**config.mk**
```make
export PLATFORM = sky130hd
export DESIGN_NAME = enc_period_queue_flat
export DESIGN_NICKNAME = d
export VERILOG_FILES = /design/src/rtl/enc_period_queue_if.sv /design/src/rtl/enc_period_queue.sv /design/src/flat_wrapper.sv
export SDC_FILE = /design/constraint.sdc
export NUM_CORES = 1
export LEC_CHECK = 0
export CAP_MARGIN = 20
export CORE_ASPECT_RATIO = 2
export CORE_MARGIN = 2
export CORE_UTILIZATION = 60
export DETAILED_ROUTE_END_ITERATION = 10
export DONT_BUFFER_PORTS = 1
export PLACE_DENSITY_LB_ADDON = 0.12
export SKIP_CTS_REPAIR_TIMING = 1
export SLEW_MARGIN = 20
export SYNTH_ARGS = -nofsm -noshare
export SYNTH_HDL_FRONTEND = slang
export SYNTH_SLANG_ARGS = --single-unit
export TNS_END_PERCENT = 10
```
**constraint.sdc**
```tcl
create_clock -name clk -period 9.8 [get_ports clk]
set_clock_uncertainty 0.1 [all_clocks]
set_input_delay 1.96 -clock clk [delete_from_list [all_inputs] [get_ports clk]]
set_output_delay 1.96 -clock clk [all_outputs]
set_load 0.01 [all_outputs]
```
**src/rtl/enc_period_queue_if.sv**
```systemverilog
// rtl/enc_period_queue_if.sv - encoder inputs and period/queue results of one channel
interface enc_period_queue_if #(
    parameter int OW = 22
);
    logic          a;
    logic          b;
    logic [OW-1:0] period;
    logic          period_ovf;
    logic          period_valid;
    logic          dir;
    logic [OW-1:0] q_last;
    logic [OW-1:0] q_old;
    logic [OW-1:0] t_cur;
    logic          edge_pulse;
    logic          err_pulse;
    logic [7:0]    err_cnt;

    modport master (
        output a, b,
        input  period, period_ovf, period_valid, dir, q_last, q_old, t_cur,
        input  edge_pulse, err_pulse, err_cnt
    );

    modport slave (
        input  a, b,
        output period, period_ovf, period_valid, dir, q_last, q_old, t_cur,
        output edge_pulse, err_pulse, err_cnt
    );
endinterface

```
**src/rtl/enc_period_queue.sv**
```systemverilog
// rtl/enc_period_queue.sv - quadrature edge timer with a DEPTH-deep queue of quarter-cycle times
module enc_period_queue #(
    parameter  int WIDTH = 26,
    parameter  int DEPTH = 4,
    parameter  int DROP  = 4,
    localparam int OW    = WIDTH - DROP
) (
    input  logic                clk,
    input  logic                reset,
    enc_period_queue_if.slave   bus
);
    localparam int SW = WIDTH + $clog2(DEPTH);
    localparam int FW = $clog2(DEPTH + 1);
    localparam logic [WIDTH-1:0] MAX      = '1;
    localparam logic [FW-1:0]    FILL_MAX = FW'(DEPTH);
    localparam logic [FW-1:0]    FILL_MIN = FW'(DEPTH - 1);

    logic             a_prev_q, b_prev_q;
    logic [WIDTH-1:0] cnt_q, cnt_d;
    logic [WIDTH-1:0] q_q [DEPTH];
    logic [WIDTH-1:0] q_d [DEPTH];
    logic [FW-1:0]    fill_q, fill_d;
    logic             dir_q, dir_d;
    logic [OW-1:0]    period_q, period_d;
    logic             ovf_q, ovf_d;
    logic             valid_q, valid_d;
    logic             edge_q, edge_d;
    logic             err_q, err_d;
    logic [7:0]       errc_q, errc_d;

    logic [SW-1:0]    sum_w;
    logic             a_chg, b_chg, nd;

    always_comb begin
        // Running sum: current count plus the DEPTH-1 most recent quarters
        sum_w = SW'(cnt_q);
        for (int i = 0; i < DEPTH - 1; i++) begin
            sum_w = sum_w + SW'(q_q[i]);
        end
        a_chg = bus.a ^ a_prev_q;
        b_chg = bus.b ^ b_prev_q;
        nd    = (a_prev_q == bus.b);

        cnt_d    = cnt_q;
        q_d      = q_q;
        fill_d   = fill_q;
        dir_d    = dir_q;
        period_d = period_q;
        ovf_d    = ovf_q;
        valid_d  = valid_q;
        edge_d   = 1'b0;
        err_d    = 1'b0;
        errc_d   = errc_q;

        if (a_chg && b_chg) begin
            err_d   = 1'b1;
            errc_d  = (errc_q == 8'hFF) ? errc_q : errc_q + 8'd1;
            cnt_d   = WIDTH'(1);
            fill_d  = '0;
            valid_d = 1'b0;
        end else if (a_chg || b_chg) begin
            q_d[0] = cnt_q;
            for (int i = 1; i < DEPTH; i++) begin
                q_d[i] = q_q[i-1];
            end
            cnt_d  = WIDTH'(1);
            edge_d = 1'b1;
            dir_d  = nd;
            if (sum_w > SW'(MAX)) begin
                period_d = '1;
                ovf_d    = 1'b1;
            end else begin
                period_d = sum_w[WIDTH-1:DROP];
                ovf_d    = 1'b0;
            end
            if (cnt_q == MAX)           fill_d = '0;
            else if (nd != dir_q)       fill_d = FW'(1);
            else if (fill_q != FILL_MAX) fill_d = fill_q + FW'(1);
            valid_d = (nd == dir_q) && (fill_q >= FILL_MIN) && (cnt_q != MAX);
        end else if (cnt_q == MAX) begin
            period_d = '1;
            ovf_d    = 1'b1;
        end else begin
            // Stalled longer than the oldest quarter: let the period grow live
            if (cnt_q >= q_q[DEPTH-1]) begin
                if (sum_w > SW'(MAX)) begin
                    period_d = '1;
                    ovf_d    = 1'b1;
                end else begin
                    period_d = sum_w[WIDTH-1:DROP];
                    ovf_d    = 1'b0;
                end
            end
            cnt_d = cnt_q + WIDTH'(1);
        end
    end

    always_ff @(posedge clk) begin
        if (reset) begin
            a_prev_q <= bus.a;
            b_prev_q <= bus.b;
            cnt_q    <= MAX;
            for (int i = 0; i < DEPTH; i++) q_q[i] <= MAX;
            fill_q   <= '0;
            dir_q    <= 1'b0;
            period_q <= '1;
            ovf_q    <= 1'b1;
            valid_q  <= 1'b0;
            edge_q   <= 1'b0;
            err_q    <= 1'b0;
            errc_q   <= 8'd0;
        end else begin
            a_prev_q <= bus.a;
            b_prev_q <= bus.b;
            cnt_q    <= cnt_d;
            q_q      <= q_d;
            fill_q   <= fill_d;
            dir_q    <= dir_d;
            period_q <= period_d;
            ovf_q    <= ovf_d;
            valid_q  <= valid_d;
            edge_q   <= edge_d;
            err_q    <= err_d;
            errc_q   <= errc_d;
        end
    end

    assign bus.period       = period_q;
    assign bus.period_ovf   = ovf_q;
    assign bus.period_valid = valid_q;
    assign bus.dir          = dir_q;
    assign bus.q_last       = q_q[0][WIDTH-1:DROP];
    assign bus.q_old        = q_q[DEPTH-1][WIDTH-1:DROP];
    assign bus.t_cur        = cnt_q[WIDTH-1:DROP];
    assign bus.edge_pulse   = edge_q;
    assign bus.err_pulse    = err_q;
    assign bus.err_cnt      = errc_q;
endmodule

```
**src/flat_wrapper.sv**
```systemverilog
// flat-port wrapper written by rule: the top's interface ports become plain ports
module enc_period_queue_flat 
#(
    parameter  int WIDTH = 26,
    parameter  int DEPTH = 4,
    parameter  int DROP  = 4,
    localparam int OW    = WIDTH - DROP
)
  (clk, reset, bus_a, bus_b, bus_period, bus_period_ovf, bus_period_valid, bus_dir, bus_q_last, bus_q_old, bus_t_cur, bus_edge_pulse, bus_err_pulse, bus_err_cnt);
  enc_period_queue_if #(.OW(22)) bus_i ();
  input  logic clk;
  input  logic reset;
  input wire logic [$bits(bus_i.a)-1:0] bus_a;
  input wire logic [$bits(bus_i.b)-1:0] bus_b;
  output wire logic [$bits(bus_i.period)-1:0] bus_period;
  output wire logic [$bits(bus_i.period_ovf)-1:0] bus_period_ovf;
  output wire logic [$bits(bus_i.period_valid)-1:0] bus_period_valid;
  output wire logic [$bits(bus_i.dir)-1:0] bus_dir;
  output wire logic [$bits(bus_i.q_last)-1:0] bus_q_last;
  output wire logic [$bits(bus_i.q_old)-1:0] bus_q_old;
  output wire logic [$bits(bus_i.t_cur)-1:0] bus_t_cur;
  output wire logic [$bits(bus_i.edge_pulse)-1:0] bus_edge_pulse;
  output wire logic [$bits(bus_i.err_pulse)-1:0] bus_err_pulse;
  output wire logic [$bits(bus_i.err_cnt)-1:0] bus_err_cnt;
  assign bus_i.a = bus_a;
  assign bus_i.b = bus_b;
  assign bus_period = bus_i.period;
  assign bus_period_ovf = bus_i.period_ovf;
  assign bus_period_valid = bus_i.period_valid;
  assign bus_dir = bus_i.dir;
  assign bus_q_last = bus_i.q_last;
  assign bus_q_old = bus_i.q_old;
  assign bus_t_cur = bus_i.t_cur;
  assign bus_edge_pulse = bus_i.edge_pulse;
  assign bus_err_pulse = bus_i.err_pulse;
  assign bus_err_cnt = bus_i.err_cnt;
  enc_period_queue #(.WIDTH(WIDTH), .DEPTH(DEPTH), .DROP(DROP)) u_core (.clk(clk), .reset(reset), .bus(bus_i));
endmodule
```
==> impl_results.md <==
- Nature of the critical path endpoint: register
- Pre-antenna DRT Iters: 5
- Final Util: 62.3%
- Worst-Margin Slew: 1.06 ns
- First-pass GRT wire length: 42.3 mm
- Total congestion overflow: 0
- Placed cell count: 1406
- Most frequent CP cell: a21oi_1
- Power Total: 3.31 mW
- Num CTS Buffers: 17
- Syn nets: 1426
- Ys async rst share: 0%
- Final setup TNS: 0 ns
- Routed Antenna Nets: 0
- Post-Syn Instances: 1309
- R2R cell count: 19
- Min-delay worst type: reg2reg
- Die Span X: 99.4 um
- Num Clock Sinks: 170
- DRC viols: 0
- Dominant synthesized flop cell: dfxtp_1
- Reg2reg end: u_core.bus.period[10]
- TritonCTS clock tree: done
- Syn avg cell area: 8.34 sq um
- Post-synth cell types: 61
- Post-Synth Simple-Gate Area: 14.1%
- Port Buffers: 0
- Syn-to-layout area delta: 1.39%
- Max Fclk: 178 MHz
- Fill count: 1602
- Post-route design area: 0.0111 sq mm
- Main combinational cell family by area after synthesis: compound AO/OA/AOI/OAI gates
- Initial core utilization: 61.4%
- Final setup fails: 0
- Post-synth EDFFs: 0
- Drt initial violations: 347
- Clock Path Buffers: 2
- Worst rel slew slack: 29.3%
- Cell Area, Synth: 0.0109 sq mm
- Largest net degree at the start of global routing: 101
- WL per Instance: 18.1 um
- Compound-cell area share of the yosys netlist: 19.9%
- R2R Path Start: u_core.cnt_q[7]
- Gp weighted congestion: 0.934
- Vias in the first global route: 8379
- Final WS setup: 4.19 ns
- Synth Area in Adders: 14.9%
- I/O Pins: 105
- RSZ-0062 raised after global routing: no
- Die area: 0.0194 sq mm
- Post-DP Area: 0.0105 sq mm
- Critical path class: reg2reg
- Total track usage: 27.4%
- Crit. Startpoint: u_core.cnt_q[7]
- Peak VDD IR: 0.161 mV
- Pins Over Slew Limit: 0
- CP Cell Sequence: ha_1 -> a21o_1 -> a21oi_1 -> nor3b_1 -> a21oi_1 -> o21ai_0 -> a21oi_1 -> o41ai_1 -> fa_1 -> inv_1 -> ha_1 -> a21oi_1 -> o21ai_0 -> or2_2 -> o21ai_0 -> o211ai_1 -> o221ai_2 -> buf_4 -> o311ai_0
- Synth Warn #: 0
- Critical Path RT: 9.99 ns
- CP arrival: 5.80 ns
- Post-synthesis xor/xnor area fraction: 5.29%
- Sequential share of the synthesized area: 31.2%
- Vias per cell: 5.89
- Total routed wirelength: 26.0 mm
- DP Wirelength: 19.6 mm
- Critical Path End: u_core.bus.period[10]
- Pre-CTS setup slack: 4.26 ns
- Synth Register Bits: 170
- CP peak stage delay: 0.55 ns
- Period minus WS final: 5.61 ns
- Final Hold Violating Endpoints: 0
- Worst-path clk slew: 0.07 ns
- Status: finished, final reports clean
- Max-cap violations: 0
- Final period util: 57.3%
- Leakage power: 5.29 nW
- Root Buffer: clkbuf_16
- Worst setup SP type: register
- Worst-path fanout max: 23
- Reg-to-reg setup timing slack: 4.19 ns
- Core area: 0.0178 sq mm
- Die Y: 195 um
- Final Net Count: 1329
- Antenna diodes: 0
- Ratio of cells with drive above 1 in the final layout: 4.90%
- Mux cell area share after synthesis: 2.75%
- Power Dens Cells: 299 mW/mm^2
- Worst hold slack: 0.376 ns
- Floorplan row count: 69
- Fin cells: 1438
- Clock Latency Late Sink: 0.44 ns
- Vias: 8475
- Antenna violations before repair: 0
- H-tree levels: 4
- Critical-path top delay cell: dfxtp_1
metal layers:
| layer | track usage, % | wire length [um] | vias up |
|---|---|---|---|
| li1 | - | - | 4210 |
| met1 | 31.1 | 10300 | 3953 |
| met2 | 48.1 | 13200 | 239 |
| met3 | 5.07 | 1210 | 73 |
| met4 | 14.1 | 1250 | 0 |
| met5 | 0 | 0 | - |
worst min-delay path by stage:
stage | startpoint | endpoint | depth (start not counted)
global placement | u_core.q_q[60] | u_core.q_q[34] | 2
finish | u_core.q_q[61] | u_core.q_q[35] | 2
detailed placement | u_core.q_q[61] | u_core.q_q[35] | 2
floorplan | u_core.q_q[26] | u_core.q_q[0] | 2
CTS | u_core.q_q[61] | u_core.q_q[35] | 2
global route | u_core.q_q[60] | u_core.q_q[34] | 2
cell type report:
type / instances / area (sq um) / area share, %
Timing Repair Buffer: 4 / 30.0 / 0.271
Multi-Input combinational cell: 869 / 6230 / 56.3
Clock buffer: 17 / 425 / 3.84
Inverter: 150 / 564 / 5.10
Clock inverter: 15 / 150 / 1.36
Sequential cell: 170 / 3400 / 30.7
Tap cell: 213 / 267 / 2.41
power breakdown:
| part | internal (mW) | switching (mW) | leakage, nW |
|---|---|---|---|
| registers | 0.804 | 0.133 | 1.41 |
| clock network | 0.340 | 0.326 | 0.279 |
| logic | 0.674 | 1.03 | 3.60 |
registers in the layout, summed over array words and instances (netlist names):
signal	cells
u_core.a_prev_q	1
u_core.b_prev_q	1
u_core.bus.dir	1
u_core.bus.edge_pulse	1
u_core.bus.err_cnt	8
u_core.bus.err_pulse	1
u_core.bus.period	22
u_core.bus.period_ovf	1
u_core.bus.period_valid	1
u_core.bus.q_last	22
u_core.bus.q_old	22
u_core.cnt_q	26
u_core.fill_q	3
u_core.q_q	60
cell usage after synthesis, types with 7 or more instances:
library cell / n / area [sq um]
nand2_1: 178 / 668
xor2_1: 36 / 315
buf_4: 66 / 495
a21oi_1: 59 / 295
o211ai_2: 11 / 138
mux2i_1: 30 / 300
nor2_1: 50 / 188
a211oi_1: 8 / 60.1
nand2b_1: 10 / 62.6
o21a_1: 9 / 67.6
dfxtp_1: 170 / 3400
and3_1: 13 / 81.3
nor3_1: 17 / 85.1
o211ai_1: 85 / 638
nor2b_1: 13 / 81.3
inv_1: 149 / 559
nand4_1: 12 / 75.1
ha_1: 85 / 1060
clkbuf_1: 43 / 161
xnor2_1: 30 / 263
o21ai_0: 65 / 325
nand3_1: 30 / 150
a21o_1: 33 / 248
o21bai_1: 7 / 52.6
fa_1: 28 / 561
critical path: cells and delay by family, from the launching register on:
kind / cells / cell delay [ns]
AOI/OAI and AO/OA: 12 / 2.62
DFF: 1 / 0.55
buffers and inverters: 2 / 0.40
adders and majority gates: 3 / 1.16
and+or+nand+nor: 2 / 0.63
placed cells by master, fill, tap and decap left out, drive strengths merged, types with 28 or more instances in the layout:
master	instances
dfxtp	170
o21ai	68
inv	159
xor2	36
o211ai	96
xnor2	30
a21o	33
nand3	31
nor2	50
a21oi	59
nand2	178
fa	28
ha	85
mux2i	30
cells by family (layout without fill, tap and decap cells):
kind of cell | count (synthesis) | after routing
compound gates | 317 | 317
xor+xnor | 66 | 66
fa+ha+maj | 113 | 113
buf+inv | 270 | 186
flops | 170 | 170
mux | 30 | 30
simple gates | 343 | 343
No activity file was read; power rests on OpenSTA's default activity.
